`config.mk`:
```
export PLATFORM = sky130hd
export DESIGN_NAME = sseg_scan_mux
export DESIGN_NICKNAME = d
export VERILOG_FILES = /design/src/rtl/sseg_scan_mux.sv
export SDC_FILE = /design/constraint.sdc
export NUM_CORES = 1
export LEC_CHECK = 0
export ABC_AREA = 0
export BUFFER_PORTS_ARGS = -buffer_cell sky130_fd_sc_hd__buf_2
export CAP_MARGIN = 20
export CORE_MARGIN = 2
export CORE_UTILIZATION = 25
export CTS_CLUSTER_DIAMETER = 120
export DETAILED_ROUTE_END_ITERATION = 10
export MAX_ROUTING_LAYER = met4
export PLACE_DENSITY = 0.38
export SYNTH_ARGS = -nofsm -noshare
export SYNTH_HDL_FRONTEND = slang
export SYNTH_SLANG_ARGS = --single-unit
```
`constraint.sdc`:
```
create_clock -name clk -period 2.85 [get_ports clk]
set_input_delay 0.285 -clock clk [delete_from_list [all_inputs] [get_ports clk]]
set_output_delay 0.285 -clock clk [all_outputs]
set_load 0.01 [all_outputs]
```
`src/rtl/sseg_scan_mux.sv`:
```
// sseg_scan_mux
//   Time-multiplexed driver for DIGITS hex digits on a shared active-low
//   seven-segment bus. Each digit is shown for 2^DWELL_W clocks. The anode is
//   PWM-gated by a 4-bit brightness level, and its first dwell cycle is always
//   blanked as an anti-ghosting guard. Digits can blink individually and
//   leading zeros can be suppressed. All display inputs are captured once per
//   frame, so a frame never shows a mix of old and new data.
//
// Ports
//   clk          system clock
//   reset        synchronous, active-high
//   hex          digit values, digit i = hex[4i+3:4i], digit 0 rightmost
//   dp           decimal points, active-high
//   blink        per-digit blink enable
//   lz_en        leading-zero suppression enable
//   brightness   duty level, 0 = dimmest, 15 = brightest
//   an           anode enables, active-low (registered)
//   sseg         segments, active-low, bit0=a .. bit6=g, bit7=dp (registered)
//   frame_start  one-cycle pulse on the first output cycle of digit 0
//
// Debug visibility: the scan state is exposed through the dbg_* outputs.

module sseg_scan_mux #(
    parameter int DIGITS  = 4,
    parameter int DWELL_W = 8,
    parameter int BLINK_W = 5
) (
    input  logic                  clk,
    input  logic                  reset,
    input  logic [4*DIGITS-1:0]   hex,
    input  logic [DIGITS-1:0]     dp,
    input  logic [DIGITS-1:0]     blink,
    input  logic                  lz_en,
    input  logic [3:0]            brightness,
    output logic [DIGITS-1:0]     an,
    output logic [7:0]            sseg,
    output logic                  frame_start,
    output logic [DWELL_W-1:0]    dbg_dwell_cnt,
    output logic [((DIGITS > 1) ? $clog2(DIGITS) : 1)-1:0] dbg_digit_idx,
    output logic                  dbg_blink_phase
);

    localparam int IDX_W = (DIGITS > 1) ? $clog2(DIGITS) : 1;

    // Scan counters
    logic [DWELL_W-1:0] dwell_cnt;
    logic [IDX_W-1:0]   digit_idx;
    logic [BLINK_W-1:0] frame_cnt;
    logic               blink_phase;

    // Frame-coherent shadow copies of the display inputs
    logic [4*DIGITS-1:0] sh_hex;
    logic [DIGITS-1:0]   sh_dp;
    logic [DIGITS-1:0]   sh_blink;
    logic                sh_lz;
    logic [3:0]          sh_bright;

    logic dwell_max;
    logic last_digit;
    logic frame_end;

    assign dwell_max  = &dwell_cnt;
    assign last_digit = (digit_idx == IDX_W'(DIGITS - 1));
    assign frame_end  = dwell_max && last_digit;

    assign dbg_dwell_cnt   = dwell_cnt;
    assign dbg_digit_idx   = digit_idx;
    assign dbg_blink_phase = blink_phase;

    // Active-low pattern with dp off (bit7 = 1)
    function automatic logic [7:0] seg_decode(input logic [3:0] v);
        logic [7:0] s;
        case (v)
            4'h0: s = 8'hC0;
            4'h1: s = 8'hF9;
            4'h2: s = 8'hA4;
            4'h3: s = 8'hB0;
            4'h4: s = 8'h99;
            4'h5: s = 8'h92;
            4'h6: s = 8'h82;
            4'h7: s = 8'hF8;
            4'h8: s = 8'h80;
            4'h9: s = 8'h90;
            4'hA: s = 8'h88;
            4'hB: s = 8'h83;
            4'hC: s = 8'hC6;
            4'hD: s = 8'hA1;
            4'hE: s = 8'h86;
            default: s = 8'h8E;
        endcase
        return s;
    endfunction

    // Leading-zero suppression: walking down from the top digit, a digit is
    // blanked while every digit above it (and itself) is zero with dp clear.
    // Digit 0 always stays visible so a zero value still shows "0".
    logic [DIGITS-1:0] supp;
    logic              supp_run;

    always_comb begin
        supp     = '0;
        supp_run = sh_lz;
        for (int i = DIGITS - 1; i >= 0; i--) begin
            if (sh_hex[4*i +: 4] != 4'h0 || sh_dp[i]) begin
                supp_run = 1'b0;
            end
            supp[i] = supp_run && (i != 0);
        end
    end

    // Select the current digit's shadowed attributes
    logic [3:0] cur_val;
    logic       cur_dp;
    logic       cur_blink;
    logic       cur_supp;

    always_comb begin
        cur_val   = 4'h0;
        cur_dp    = 1'b0;
        cur_blink = 1'b0;
        cur_supp  = 1'b0;
        for (int i = 0; i < DIGITS; i++) begin
            if (digit_idx == IDX_W'(i)) begin
                cur_val   = sh_hex[4*i +: 4];
                cur_dp    = sh_dp[i];
                cur_blink = sh_blink[i];
                cur_supp  = supp[i];
            end
        end
    end

    // Anode gating: guard cycle, PWM compare on the top 4 dwell bits,
    // suppression and blink.
    logic              lit;
    logic [DIGITS-1:0] an_next;
    logic [7:0]        seg_next;

    always_comb begin
        lit = (dwell_cnt != '0)
           && (dwell_cnt[DWELL_W-1 -: 4] <= sh_bright)
           && !cur_supp
           && !(cur_blink && blink_phase);
        an_next = '1;
        for (int i = 0; i < DIGITS; i++) begin
            if (lit && digit_idx == IDX_W'(i)) begin
                an_next[i] = 1'b0;
            end
        end
        seg_next = seg_decode(cur_val);
        if (cur_dp) begin
            seg_next[7] = 1'b0;
        end
    end

    always_ff @(posedge clk) begin
        if (reset) begin
            dwell_cnt   <= '0;
            digit_idx   <= '0;
            frame_cnt   <= '0;
            blink_phase <= 1'b0;
            sh_hex      <= '0;
            sh_dp       <= '0;
            sh_blink    <= '0;
            sh_lz       <= 1'b0;
            sh_bright   <= 4'h0;
            an          <= '1;
            sseg        <= 8'hFF;
            frame_start <= 1'b0;
        end else begin
            // Outputs decode the counter state present before this edge
            an          <= an_next;
            sseg        <= seg_next;
            frame_start <= (digit_idx == '0) && (dwell_cnt == '0);

            dwell_cnt <= dwell_cnt + 1'b1;
            if (dwell_max) begin
                if (last_digit) begin
                    digit_idx <= '0;
                    frame_cnt <= frame_cnt + 1'b1;
                    if (&frame_cnt) begin
                        blink_phase <= ~blink_phase;
                    end
                end else begin
                    digit_idx <= digit_idx + 1'b1;
                end
            end

            // Capture on the last cycle of the frame so the next frame
            // starts with fresh, consistent data.
            if (frame_end) begin
                sh_hex    <= hex;
                sh_dp     <= dp;
                sh_blink  <= blink;
                sh_lz     <= lz_en;
                sh_bright <= brightness;
            end
        end
    end

endmodule
```
==> results of run 1 <==
## registers in the layout, summed over array words and instances, names as in the netlist
name and count:
dbg_blink_phase 1, dbg_dwell_cnt 8, sh_blink 4, dbg_digit_idx 2, frame_cnt 5, sh_dp 4
an 4, sh_lz 1, sh_bright 4, frame_start 1, sh_hex 16, sseg 8
## how the worst max path moves through the flow
stage / endpoint / startpoint
after floorplan: sseg[0] / dbg_digit_idx[1]
after global placement: sseg[0] / dbg_digit_idx[0]
after detailed placement: sseg[2] / dbg_digit_idx[1]
after CTS: sseg[2] / dbg_digit_idx[1]
after global routing: sseg[0] / dbg_digit_idx[0]
final: sseg[2] / dbg_digit_idx[1]
## Yosys cell counts, types with 3 or more instances
master	instances
nand3_1	7
nand4_1	3
nor3_1	5
nor2_1	13
inv_1	15
ha_1	17
or4_1	3
o31ai_1	3
xnor2_1	6
dfxtp_1	58
buf_2	6
nand2b_1	4
clkbuf_1	9
a31oi_1	5
nand2_1	71
mux2i_1	4
nor3b_1	3
a21oi_1	36
o21ai_0	7
## area by class of cell
type | instances | area share (%)
multi-input cells | 235 | 42.8
flip-flops and latches | 58 | 32.9
repair buffers | 61 | 9.15
clock buffers | 11 | 7.16
well taps | 140 | 4.96
inverters | 15 | 1.60
clock inverters | 5 | 1.49
## routing by layer
metal / share of wire [%] / vias up / GRT usage (%)
li1: - / 1234 / -
met1: 51 / 1099 / 16.3
met2: 44 / 44 / 20.6
met3: 3.5 / 9 / 3.12
met4: 2.1 / 0 / 6.07
met5: 0 / - / -
## stage by stage
stage,std cells,hold slack (ns),cell area [µm²],power [mW],utilization [%]
2_1_floorplan,327,0.421,2830,0.880,-
3_3_place_gp,509,0.447,3220,0.920,29.5
3_5_place_dp,509,0.449,3220,0.921,29.5
4_1_cts,525,0.186,3530,2.03,32.3
5_1_grt,525,0.191,3530,2.06,32.3
6_report,525,0.194,3530,1.99,32.3
## worst max-delay path: stages (launching register included)
cell and delay (ns):
dfxtp_1 0.40, inv_1 0.08, ha_1 0.29, buf_4 0.20
nand3b_1 0.15, a221o_1 0.42, inv_1 0.12, ha_1 0.25
nor3_1 0.08, a311o_1 0.33
## power groups by stage
stage	Clock (mW)	Combinational (mW)	Sequential (mW)
final	1.09	0.0716	0.830
after global routing	1.15	0.0820	0.831
after CTS	1.12	0.0739	0.830
after detailed placement	0	0.0734	0.848
after global placement	0	0.0731	0.847
after floorplan	0	0.0278	0.852
## kinds of logic after synthesis
group,share of synthesized area [%]
flops,41.1
buf+inv,5.57
simple gates,24.6
xor+xnor,2.48
fa+ha+maj,7.52
compound gates,16.4
mux,2.35
==> results by group, run 1 <==
Global routing
  – GRT Total Usage: 13.2%
  – Vias in the first global route: 2,302
  – Largest net degree at the start of global routing: 49
  – Antenna violations before repair: 0
  – Overflow after GRT: 0
  – First-pass GRT wire length: 11.7 mm

Timing
  – Setup TNS: 0 ns
  – Worst-Margin Slew: 0.536 ns
  – Period utilization: 85.2%
  – Max-slew violation count: 0
  – RSZ-0062 raised after global routing: no
  – Fmax: 0.412 GHz
  – Final Hold Viols: 0
  – Clk_skew: 0.00970 ns
  – Min cycle time layout: 2.43 ns
  – Final Worst Setup Slack: 0.421 ns
  – Final setup fails: 0
  – Slew HR: 64.2%

Clock tree
  – Post-CTS Setup Inserts: 0
  – Skew-Pair Late Insertion Delay: 0.32 ns
  – CTS Sinks: 58
  – CTS tree: done
  – Worst-path clk slew: 0.05 ns
  – CTS Hold Bufs: 0
  – CTS buffer count: 9
  – Bufs on Longest Clock Path: 2
  – H-tree levels: 3
  – Resized Gates After CTS: 0
  – Clock Tree Root: clkbuf_16

Worst setup path
  – Arrival @ worst endpoint: 2.63 ns
  – Worst setup SP type: flop
  – FF-to-FF Start: dbg_digit_idx[1]
  – Worst R2R Setup Slack: 0.42 ns
  – Worst r2r dst: sseg[2]
  – Setup crit end kind: flop
  – R2R cell count: 9
  – Setup Crit Path Kind: reg2reg
  – Worst-path fanout max: 8
  – Critical Path RT: 3.06 ns

Worst hold path
  – Hold Crit Start: hex[1]
  – Hold Crit Endpoint: sh_hex[1]
  – Hold depth: 3
  – Worst hold path class: in2reg

Logic synthesis
  – Syn nets: 375
  – Area contributors post-synth: dfxtp_1 (41%), nand2_1 (9.4%), ha_1 (7.5%), a21oi_1 (6.4%), inv_1 (2.0%)
  – Asr flop ratio synth: 0%
  – Dominant synthesized flop cell: dfxtp_1
  – Cells after Synth: 327
  – Yosys cell types: 55
  – Share of the synthesized area in the top cell type: 41.1%
  – Avg Inst Size Synth: 8.65 µm²
  – Post-synthesis sequential area ratio: 41.1%
  – Post-synthesis register bit count: 58
  – Area leader, netlist: dfxtp_1
  – Number of synthesized flops with an enable pin: 0
  – Synth Cell Area: 2830 µm²
  – Synth Warn #: 0

Layout
  – Register area: 1160 µm²
  – Nets@finish: 428
  – Commonest non-fill, non-tap cell in the layout: nand2_1
  – Multi-input logic area: 1510 µm²
  – ANT cells: 0
  – Fraction of layout cells with a size suffix above 1: 23.9%
  – Area grow syn2layout: 24.8%
  – Most frequent cells in the layout: nand2_1 (71), dfxtp_1 (58), buf_2 (54)
  – Fill count: 1,206

Placed design
  – Dpl hpwl: 5.26 mm
  – RePlAce Congestion: 0.757
  – Number of port buffers: 54
  – Pre-CTS setup slack: 0.441 ns

Power
  – Power Internal: 1.58 mW
  – P_sw: 0.417 mW
  – Worst vdd ir: 0.000280 V
  – Pwr dens: 564 nW/µm²
  – Clk network pwr share: 54.7%
  – Net Sw Frac: 20.9%
  – Sequential share of power: 41.7%
  – Leakage: 1.38 nW
  – Combinational share of power: 3.6%

Floorplanning
  – Die ar.: 12,200 µm²
  – Initial Utilization: 25.9%
  – Die height: 110 µm
  – Core ar.: 10,900 µm²
  – # IOs: 55
  – # rows: 38
  – Die span in x: 110 µm

Route
  – Vias/cell: 4.54
  – Final ANT Viol Nets: 0
  – DR vias: 2,386
  – DR iter-0 viols: 104
  – First drt pass iteration count: 4
  – Number of remaining DRC errors: 0
  – WL final: 7.20 mm
  – Drt wl/cell: 13.7 µm

Run status
  – Outcome: finished, final reports clean

Job
  – Total of max-cap violations: 0
(Power assumes the default switching activity.)
==> inputs of run 2 (changes only) <==
Settings changed: PLACE_DENSITY 0.38 to not set, PLACE_DENSITY_LB_ADDON set to 0.25.
==> run 2 against run 1 <==
Core utilization decreased by 0.17 points. Total power decreased by 2.9%. Non-clock buffer count unchanged. Routed wire length decreased by 4.4%. Sequential share of layout area increased by 0.18 points. Sequential cell count unchanged. Largest power group unchanged. Highest routed layer unchanged.
==> results by group, run 2 (synthesis gave the netlist of run 1 again) <==
Run status
  – Outcome: finished, final reports clean

Timing
  – Worst-Margin Slew: 0.547 ns (+0.0114 ns)
  – Slew HR: 63.5% (-0.69 points)
  – Fmax: 0.401 GHz (-2.7%)
  – Min cycle time layout: 2.50 ns (+0.0676 ns)
  – Period utilization: 87.6% (+2.4 points)
  – Final Worst Setup Slack: 0.353 ns (-0.0676 ns)
  – Final Hold Viols: 0 (unchanged)
  – Final setup fails: 0 (unchanged)
  – RSZ-0062 raised after global routing: no
  – Setup TNS: 0 ns (unchanged)
  – Clk_skew: 0.00581 ns (-0.00389 ns)
  – Max-slew violation count: 0 (unchanged)

Global routing
  – Met3 GRT Util: 3.06% (-0.059 points)
  – First-pass GRT wire length: 11.4 mm (-2.6%)
  – Met2 global-route usage: 18.9% (-1.7 points)
  – Largest net degree at the start of global routing: 34 (-31%)
  – Most Used Layer, Global Route: met2
  – GRT Total Usage: 12.5% (-0.76 points)
  – Vias in the first global route: 2,394 (+4.0%)
  – Antenna violations before repair: 0 (unchanged)
  – Overflow after GRT: 0 (unchanged)
  – Met1 Use GR: 16.6% (+0.23 points)

Layout
  – Finished Layout Cells: 524 (-0.19%)
  – Most frequent cells in the layout: nand2_1 (71), dfxtp_1 (58), buf_2 (54)
  – Area grow syn2layout: 24.2%
  – Largest Register: sh_hex
  – Max FFs per register: 16 (unchanged)
  – Nets@finish: 428 (unchanged)
  – ANT cells: 0 (unchanged)
  – Finished Core Util: 32.1% (-0.17 points)
  – Design Area, Final: 3510 µm² (-0.53%)
  – Fraction of layout cells with a size suffix above 1: 23.2% (-0.72 points)
  – Commonest non-fill, non-tap cell in the layout: nand2_1

Clock tree
  – Skew-Pair Late Insertion Delay: 0.32 ns (about the same)
  – Post-CTS Setup Inserts: 0 (unchanged)
  – CTS tree: done
  – Bufs on Longest Clock Path: 2 (unchanged)
  – Clock Tree Root: clkbuf_16
  – H-tree levels: 3 (unchanged)
  – Resized Gates After CTS: 0 (unchanged)
  – CTS buffer count: 9 (unchanged)
  – CTS Hold Bufs: 0 (unchanged)
  – CTS Sinks: 58 (unchanged)
  – Worst-path clk slew: 0.05 ns (about the same)

Route
  – First drt pass iteration count: 4 (unchanged)
  – DR iter-0 viols: 109 (+4.8%)
  – Vias/cell: 4.57 (+0.57%)
  – WL final: 6.88 mm (-4.4%)
  – Drt wl/cell: 13.1 µm (-4.2%)
  – DR vias: 2,395 (+0.38%)
  – Number of remaining DRC errors: 0 (unchanged)
  – Final ANT Viol Nets: 0 (unchanged)

Placed design
  – Placement Cell Area: 3220 µm² (unchanged)
  – Dpl cells: 509 (unchanged)
  – RePlAce Congestion: 0.794 (+4.8%)
  – Number of port buffers: 54 (unchanged)
  – Pre-CTS setup slack: 0.382 ns (-0.0596 ns)
  – Dpl hpwl: 5.23 mm (-0.58%)

Worst setup path
  – Setup Crit Path Kind: reg2reg
  – Setup crit end kind: flop
  – Critical Path RT: 3.05 ns (about the same)
  – Worst R2R Setup Slack: 0.35 ns (-0.07 ns)
  – Worst setup SP type: flop
  – Critical path's largest stage delay: 0.47 ns (+0.05 ns)
  – Slowest cell on the critical path: ha_1
  – Arrival @ worst endpoint: 2.69 ns (+0.06 ns)
  – Most common cell type on the critical path: ha_1
  – R2R cell count: 8 (-1)
  – Worst r2r dst: sseg[2]
  – CP cell instances: ha_1, buf_4, a211oi_1, a221o_1, inv_1, ha_1, nor3_1, a311o_1
  – Worst-path fanout max: 12 (+4)
  – FF-to-FF Start: dbg_digit_idx[0]

Floorplanning
  – # rows: 38 (unchanged)
  – # IOs: 55 (unchanged)
  – Die span in x: 110 µm (unchanged)
  – Die ar.: 12,200 µm² (unchanged)
  – Initial Utilization: 25.9% (unchanged)
  – Core ar.: 10,900 µm² (unchanged)
  – Die height: 110 µm (unchanged)

Power
  – Pwr dens: 551 nW/µm² (-2.4%)
  – Leakage: 1.37 nW (-0.65%)
  – Worst vdd ir: 0.000327 V (+17%)

Job
  – Total of max-cap violations: 0 (unchanged)

Worst hold path
  – Hold Crit Start: hex[2]
  – Worst hold path class: in2reg
  – Hold depth: 3 (unchanged)
  – Hold Crit Endpoint: sh_hex[2]
-- run 2: changes by cell type in the layout (fill, tap and decap cells not counted) --
cell / change
clkinvlp_4: -1
clkinv_2: -1
clkbuf_1: +2
clkbuf_8: -1
-- run 2: worst max path at each step --
stage	from	end	slack (ns)	cells after the start
3_3_place_gp	dbg_digit_idx[0]	sseg[2]	0.48	8
6_report	dbg_digit_idx[0]	sseg[2]	0.35	8
5_1_grt	dbg_digit_idx[0]	sseg[2]	0.20	8
2_1_floorplan	dbg_digit_idx[1]	sseg[0]	0.49	9
4_1_cts	dbg_digit_idx[0]	sseg[2]	0.37	8
3_5_place_dp	dbg_digit_idx[0]	sseg[2]	0.38	8
-- run 2: where the power goes --
group	leakage (nW)	internal (mW)	switching [mW]
logic	0.755	0.0341	0.0382
clock network	0.142	0.691	0.340
registers	0.471	0.824	0.00704
total	1.37	1.55	0.385
-- run 2: cell type report --
class                      count  area, µm²
multi-input combinational    235       1510
sequential                    58       1160
clock inverter                 3       40.0
clock buffer                  12        246
tap                          140        175
inverter                      15       56.3
timing repair buffer          61        323
fill                        1170       7420
-- run 2: worst max-delay path, delay by kind of cell (launching register included) --
family          cells  cell delay (ns)
fa+ha+maj           2             0.71
buf+inv             2             0.35
simple gates        1             0.08
flops               1             0.42
compound gates      3             0.84
-- run 2: through the flow --
step | hold slack (ns) | power [mW]
2_1_floorplan | 0.421 | 0.880
3_3_place_gp | 0.447 | 0.920
3_5_place_dp | 0.451 | 0.921
4_1_cts | 0.203 | 1.96
5_1_grt | 0.202 | 2.01
6_report | 0.209 | 1.93
-- run 2: routing by layer --
layer	part of all wire [%]	up-vias	wire length [µm]
met4	0.80	0	55
li1	-	1233	-
met5	0	-	0
met3	3.6	5	245
met2	43	47	2940
met1	53	1110	3640
